`src/rtl/cic_decim_front_pkg.sv`:
```
// Shared constants and FSM encoding for the CIC decimator front end.
// The module parameters are fixed here so every file of the slice agrees on them.
package cic_pkg;

    localparam int unsigned DW_IN  = 16;
    localparam int unsigned DW_OUT = 12;
    localparam int unsigned N      = 4;
    localparam int unsigned R      = 625;
    localparam int unsigned ACC_W  = 54;
    localparam int unsigned SHIFT  = ACC_W - DW_OUT;

    // Half an output LSB, added before the arithmetic shift (round half up)
    localparam logic [ACC_W-1:0] ROUND_K =
        {{(ACC_W - SHIFT){1'b0}}, 1'b1, {(SHIFT - 1){1'b0}}};

    localparam logic signed [DW_OUT-1:0] OUT_MAX = {1'b0, {(DW_OUT - 1){1'b1}}};
    localparam logic signed [DW_OUT-1:0] OUT_MIN = {1'b1, {(DW_OUT - 1){1'b0}}};

    typedef enum logic [1:0] {
        IDLE  = 2'd0,
        COMB  = 2'd1,
        ROUND = 2'd2,
        OUT   = 2'd3
    } cic_state_e;

endpackage

```
`src/rtl/cic_decim_front_if.sv`:
```
// Sample-stream interface between the ADC-side source and the CIC decimator.
// The decimated side (filter_out/ce_out) feeds the compensation FIR.
interface cic_decim_front_if;
    import cic_pkg::*;

    logic                     in_valid;
    logic signed [DW_IN-1:0]  filter_in;
    logic signed [DW_OUT-1:0] filter_out;
    logic                     ce_out;

    modport master (
        output in_valid,
        output filter_in,
        input  filter_out,
        input  ce_out
    );

    modport slave (
        input  in_valid,
        input  filter_in,
        output filter_out,
        output ce_out
    );

endinterface

```
`src/rtl/cic_decim_front_comb_engine.sv`:
```
// Comb section of the CIC decimator: N combs share one subtractor, stepped by a
// small FSM, followed by round-half-up, saturation and the output register.
module cic_comb_engine
    import cic_pkg::*;
(
    input  logic                     clk,
    input  logic                     reset,
    input  logic                     start_c,
    input  logic signed [ACC_W-1:0]  snap_c,
    output logic signed [DW_OUT-1:0] filter_out,
    output logic                     ce_out
);

    localparam int unsigned K_W = (N > 1) ? $clog2(N) : 1;

    cic_state_e state;
    cic_state_e state_d;

    logic                     start_q;
    logic signed [ACC_W-1:0]  snap;
    logic signed [ACC_W-1:0]  x;
    logic signed [ACC_W-1:0]  x_d;
    logic signed [ACC_W-1:0]  cd   [N];
    logic signed [ACC_W-1:0]  cd_d [N];
    logic [K_W-1:0]           k;
    logic [K_W-1:0]           k_d;
    logic signed [DW_OUT-1:0] r;
    logic signed [DW_OUT-1:0] r_d;
    logic signed [DW_OUT-1:0] out_d;
    logic                     ce_d;

    logic [ACC_W:0]           sum_c;
    logic [DW_OUT:0]          rfull_c;
    logic signed [DW_OUT-1:0] rnd_c;

    // Capture the decimated integrator value; the FSM picks it up one cycle later
    always_ff @(posedge clk or posedge reset) begin
        if (reset) begin
            start_q <= 1'b0;
            snap    <= '0;
        end else begin
            start_q <= start_c;
            if (start_c) begin
                snap <= snap_c;
            end
        end
    end

    // One extra guard bit absorbs the carry of the rounding add
    always_comb begin
        sum_c   = {x[ACC_W-1], x} + {1'b0, ROUND_K};
        rfull_c = (DW_OUT + 1)'(sum_c >> SHIFT);
        rnd_c   = rfull_c[DW_OUT-1:0];
        if (rfull_c[DW_OUT] != rfull_c[DW_OUT-1]) begin
            rnd_c = rfull_c[DW_OUT] ? OUT_MIN : OUT_MAX;
        end
    end

    always_ff @(posedge clk or posedge reset) begin
        if (reset) begin
            state <= IDLE;
        end else begin
            state <= state_d;
        end
    end

    always_comb begin
        state_d = state;
        x_d     = x;
        cd_d    = cd;
        k_d     = k;
        r_d     = r;
        out_d   = filter_out;
        ce_d    = 1'b0;

        case (state)
            IDLE: begin
                if (start_q) begin
                    x_d     = snap;
                    k_d     = '0;
                    state_d = COMB;
                end
            end
            COMB: begin
                // Each comb stage delays its own input by one decimated sample
                x_d     = x - cd[k];
                cd_d[k] = x;
                k_d     = k + K_W'(1);
                if (k == K_W'(N - 1)) begin
                    state_d = ROUND;
                end
            end
            ROUND: begin
                r_d     = rnd_c;
                state_d = OUT;
            end
            OUT: begin
                out_d   = r;
                ce_d    = 1'b1;
                state_d = IDLE;
            end
            default: begin
                state_d = IDLE;
            end
        endcase
    end

    always_ff @(posedge clk or posedge reset) begin
        if (reset) begin
            x          <= '0;
            k          <= '0;
            r          <= '0;
            filter_out <= '0;
            ce_out     <= 1'b0;
            for (int i = 0; i < N; i++) begin
                cd[i] <= '0;
            end
        end else begin
            x          <= x_d;
            k          <= k_d;
            r          <= r_d;
            filter_out <= out_d;
            ce_out     <= ce_d;
            cd         <= cd_d;
        end
    end

    // R >= N+3 guarantees the comb sequence finishes before the next snapshot
    a_start_in_idle: assert property (
        @(posedge clk) disable iff (reset) start_q |-> (state == IDLE)
    );

endmodule

```
`src/rtl/cic_decim_front.sv`:
```
// Hogenauer CIC decimator feeding the 2:1 compensation FIR: pipelined integrator
// bank and decimation counter here, time-multiplexed combs in cic_comb_engine.
module cic_decim_front
    import cic_pkg::*;
(
    input  logic             clk,
    input  logic             reset,
    cic_decim_front_if.slave bus
);

    localparam int unsigned CNT_W = $clog2(R);

    logic signed [ACC_W-1:0] integ [N];
    logic [CNT_W-1:0]        dcnt;
    logic signed [ACC_W-1:0] sample_ext_c;
    logic signed [ACC_W-1:0] snap_c;
    logic                    start_c;

    assign sample_ext_c = {{(ACC_W - DW_IN){bus.filter_in[DW_IN-1]}}, bus.filter_in};
    assign start_c      = bus.in_valid && (dcnt == CNT_W'(R - 1));
    // Value the last integrator takes on this edge, i.e. including this sample
    assign snap_c       = integ[N-1] + integ[N-2];

    // Integrators wrap modulo 2^ACC_W; the combs recover the exact result
    always_ff @(posedge clk or posedge reset) begin
        if (reset) begin
            dcnt <= '0;
            for (int i = 0; i < N; i++) begin
                integ[i] <= '0;
            end
        end else if (bus.in_valid) begin
            integ[0] <= integ[0] + sample_ext_c;
            for (int i = 1; i < N; i++) begin
                integ[i] <= integ[i] + integ[i-1];
            end
            dcnt <= (dcnt == CNT_W'(R - 1)) ? '0 : dcnt + CNT_W'(1);
        end
    end

    cic_comb_engine u_comb (
        .clk        (clk),
        .reset      (reset),
        .start_c    (start_c),
        .snap_c     (snap_c),
        .filter_out (bus.filter_out),
        .ce_out     (bus.ce_out)
    );

endmodule

```
`src/flat_wrapper.sv`:
```
// flat-port wrapper written by rule: the top's interface ports become plain ports
module cic_decim_front_flat import cic_pkg::*;
  (clk, reset, bus_in_valid, bus_filter_in, bus_filter_out, bus_ce_out);
  cic_decim_front_if bus_i ();
  input  logic clk;
  input  logic reset;
  input wire logic [$bits(bus_i.in_valid)-1:0] bus_in_valid;
  input wire logic [$bits(bus_i.filter_in)-1:0] bus_filter_in;
  output wire logic [$bits(bus_i.filter_out)-1:0] bus_filter_out;
  output wire logic [$bits(bus_i.ce_out)-1:0] bus_ce_out;
  assign bus_i.in_valid = bus_in_valid;
  assign bus_i.filter_in = bus_filter_in;
  assign bus_filter_out = bus_i.filter_out;
  assign bus_ce_out = bus_i.ce_out;
  cic_decim_front u_core (.clk(clk), .reset(reset), .bus(bus_i));
endmodule
```
`config.mk`:
```
export PLATFORM = sky130hd
export DESIGN_NAME = cic_decim_front_flat
export DESIGN_NICKNAME = d
export VERILOG_FILES = /design/src/rtl/cic_decim_front_pkg.sv /design/src/rtl/cic_decim_front_if.sv /design/src/rtl/cic_decim_front_comb_engine.sv /design/src/rtl/cic_decim_front.sv /design/src/flat_wrapper.sv
export SDC_FILE = /design/constraint.sdc
export NUM_CORES = 2
export LEC_CHECK = 0
export CORE_ASPECT_RATIO = 0.5
export CORE_MARGIN = 2
export CORE_UTILIZATION = 35
export DETAILED_ROUTE_END_ITERATION = 10
export GPL_ROUTABILITY_DRIVEN = 0
export HOLD_SLACK_MARGIN = 0.12
export REMOVE_ABC_BUFFERS = 1
export SLEW_MARGIN = 20
export SYNTH_ARGS = -nofsm -noshare
export SYNTH_HDL_FRONTEND = slang
export SYNTH_SLANG_ARGS = --single-unit
```
`constraint.sdc`:
```
create_clock -name clk -period 36.1 [get_ports clk]
set_clock_uncertainty 0.2 [all_clocks]
set_input_delay 3.61 -clock clk [delete_from_list [all_inputs] [get_ports clk]]
set_output_delay 3.61 -clock clk [all_outputs]
set_load 0.1 [all_outputs]
```
==> impl_metrics.py <==
metrics = {
    "outcome": {
        "status": "finished clean",
    },
    "placed_design": {
        "dp_hpwl_um": 64900,
        "portBuffers": 31,
        "placed_area_mm2": 0.0397,
    },
    "worst_hold_path": {
        "hold_end": "u_core.u_comb.cd[106]",
        "hold_path.class": "reg -> reg",
        "hold_depth": 2,
        "worst_hold_startpoint": "u_core.u_comb.cd[106]",
    },
    "floorplanning": {
        "die_w_um": 470,
        "fp-row-count": 85,
        "start_util": 0.353,
        "core_mm2": 0.108,
        "io_pins": 32,
        "dieArea_mm2": 0.111,
        "fp.dieH_um": 237,
    },
    "setup_path": {
        "path_class": "in -> reg",
        "r2r_setup_slack_ns": 30.39,
        "r2r_cells": 13,
        "path_max_fanout": 40,
        "cp.arrival_ns": 7.47,
        "rr_startpoint": "u_core.u_comb.k[0]",
        "critPathCaptureType": "register",
        "crit_start": "bus_filter_in[15]",
        "crit_required_ns": 36.43,
        "worstSetupStartpointType": "input port",
        "r2r_end": "u_core.u_comb.x[38]",
    },
    "timing": {
        "finalSetupViolCount": 0,
        "tns_ns": 0,
        "slew_viol_final": 0,
        "period_minus_slack_ns": 7.14,
        "hold_viol": 0,
        "relSlewSlack": 0.200,
        "period_share": 0.198,
        "max_freq_ghz": 0.140,
        "worstMarginPinSlew_ns": 1.20,
        "rsz0062_at_grt": "no",
    },
    "drt": {
        "drtPass1Iterations": 7,
        "detail_route.wl_per_cell_um": 17.2,
        "drt_iter0_drc": 1723,
        "viasPerCell": 5.43,
        "drc": 0,
        "final_antenna_net_count": 0,
        "num_vias": 28500,
        "drt_wl_total_um": 89900,
    },
    "yosys": {
        "ys_seq_area_frac": 0.382,
        "synth_edf_count": 0,
        "synthFlopType": "dfrtp_1",
        "synth_top_area_frac": 0.382,
        "yosysTopAreaCell": "dfrtp_1",
        "synthArstFlopShare": 1.00,
        "yosys_warnings": 0,
        "synth-seq-cells": 580,
        "synthCells": 3807,
        "avgSynthCellArea_um2": 9.99,
        "ys_top_cells_by_area": "dfrtp_1 (38%), mux2_2 (12%), ha_1 (9.2%)",
        "synth_cell_types": 87,
        "netlist_area_mm2": 0.0380,
    },
    "final_layout": {
        "design_area_mm2": 0.0418,
        "layout.nets": 4061,
        "syn2layout_area_growth_pct": 9.88,
        "diodes": 0,
        "drive_gt1_frac": 0.162,
    },
    "clock_tree": {
        "tritoncts": "done",
        "cts_buffer_depth": 3,
        "clk_pin_slew_ns": 0.06,
        "holdBufCountCts": 0,
        "clock_latency_ns": 0.66,
        "postCtsSetupBuffers": 0,
        "htree_levels": 2,
        "cts_resized": 0,
        "clock_sinks": 580,
        "cts_root_buf": "clkbuf_16",
        "numCtsBuffers": 59,
    },
    "global_route": {
        "overflow": 0,
        "grt_pass1_wl_um": 150000,
        "antenna_found_initial": 0,
        "grt_max_degree": 180,
        "grt_usage": 0.160,
        "grt_pass1_vias": 28300,
    },
    "power": {
        "power-per-cell-area_mw_per_mm2": 92.2,
        "power.total_mw": 3.85,
        "leakage_nw": 19.2,
        "vdd_ir_drop_max_mv": 0.0554,
    },
    "flow_run": {
        "drv_cap": 0,
    },
}
-- final cells by class --
class | instances | area [um2]
repair buffers | 55 | 524
inverters | 137 | 522
multi-input cells | 2924 | 22400
flip-flops and latches | 580 | 14500
clock buffers | 78 | 1660
fillers | 10500 | 65800
well taps | 1435 | 1800
clock inverters | 27 | 359
-- cells in the final DEF, fill, tap and decap left out, types with 12 or more instances in the layout --
cell type	n
xnor2_1	172
nand3_1	62
o21ai_1	13
mux2_2	404
inv_1	133
mux4_2	54
nand2b_1	26
ha_1	280
nor2_1	177
o31ai_1	23
nor3_1	34
buf_4	21
clkbuf_16	59
xor2_1	83
dfrtp_1	578
mux2i_1	14
nand2_1	376
or3_1	18
o21bai_1	55
o211ai_1	22
o21a_1	26
a21oi_1	350
clkdlybuf4s50_1	30
a21boi_0	16
o21ai_0	175
nor2b_1	24
o22ai_1	37
and2_1	20
a31oi_1	25
a211oi_1	32
a21o_1	143
nand4_1	58
clkinv_2	12
and3_1	23
-- cells in the mapped netlist (all sizes together) (33+ instances only) --
master,number
nor2,179
nor3,34
xor2,83
inv,136
mux4,54
a21o,143
mux2,404
o21bai,55
nand2,382
o21ai,189
o22ai,37
nand4,58
ha,280
clkbuf,138
a211oi,33
dfrtp,580
xnor2,172
nand3,62
a21oi,352
-- sequential cells by signal (all words and copies together) (netlist names), 2 cells and up --
signal,cells
u_core.dcnt,10
u_core.integ,216
u_core.u_comb.cd,216
u_core.u_comb.filter_out,12
u_core.u_comb.k,2
u_core.u_comb.r,12
u_core.u_comb.snap,54
u_core.u_comb.state,2
u_core.u_comb.x,54
-- per-stage QoR --
step | util | hold slack (ns) | instances | setup slack [ns]
after floorplan | - | 0.240 | 3641 | 16.06
after global placement | 0.369 | 0.257 | 5130 | 28.31
after detailed placement | 0.369 | 0.266 | 5130 | 28.30
after CTS | 0.388 | 0.280 | 5235 | 28.99
after global routing | 0.388 | 0.306 | 5236 | 28.73
final | 0.388 | 0.278 | 5236 | 28.96
-- per-layer routing --
layer	vias to the layer above	GRT usage	routed length, um
li1	13900	-	-
met1	13900	0.233	45200
met2	557	0.251	39000
met3	130	0.0185	3830
met4	0	0.0410	1900
met5	-	0	0
-- where the power goes --
| group | switching, mW | internal, mW | leakage (nW) | total [mW] |
|---|---|---|---|---|
| Sequential | 0.144 | 0.796 | 7.59 | 0.940 |
| Clock | 0.272 | 0.367 | 0.985 | 0.639 |
| Combinational | 1.25 | 1.03 | 10.6 | 2.27 |
-- cell families after synthesis --
| logic type | count (synthesis) | synth area share |
|---|---|---|
| AO/OA/AOI/OAI | 1056 | 0.177 |
| XOR/XNOR | 256 | 0.0593 |
| adder cells (fa/ha/maj) | 285 | 0.0948 |
| buffers and inverters | 303 | 0.0300 |
| flip-flops | 580 | 0.382 |
| multiplexers | 472 | 0.155 |
| AND/OR/NAND/NOR | 855 | 0.101 |
-- worst max-delay path by stage --
| stage | slack, ns | endpoint |
|---|---|---|
| floorplan | 16.06 | u_core.dcnt[0] |
| global route | 28.73 | u_core.integ[213] |
| CTS | 28.99 | u_core.integ[213] |
| finish | 28.96 | u_core.integ[213] |
| detailed placement | 28.30 | u_core.integ[213] |
| global placement | 28.31 | u_core.integ[213] |
-- worst max-delay path, stage by stage --
cell and delay (ns):
clkdlybuf4s50_1 0.46, buf_4 0.42, ha_1 0.37, a21oi_1 0.25, o21ai_0 0.19, a221o_1 0.34, a221oi_1 0.29, o21ai_1 0.20
a31oi_1 0.42, o31ai_1 0.18, a221oi_1 0.34, xnor2_1 0.10, mux2_2 0.26
(Power assumes the default switching activity.)
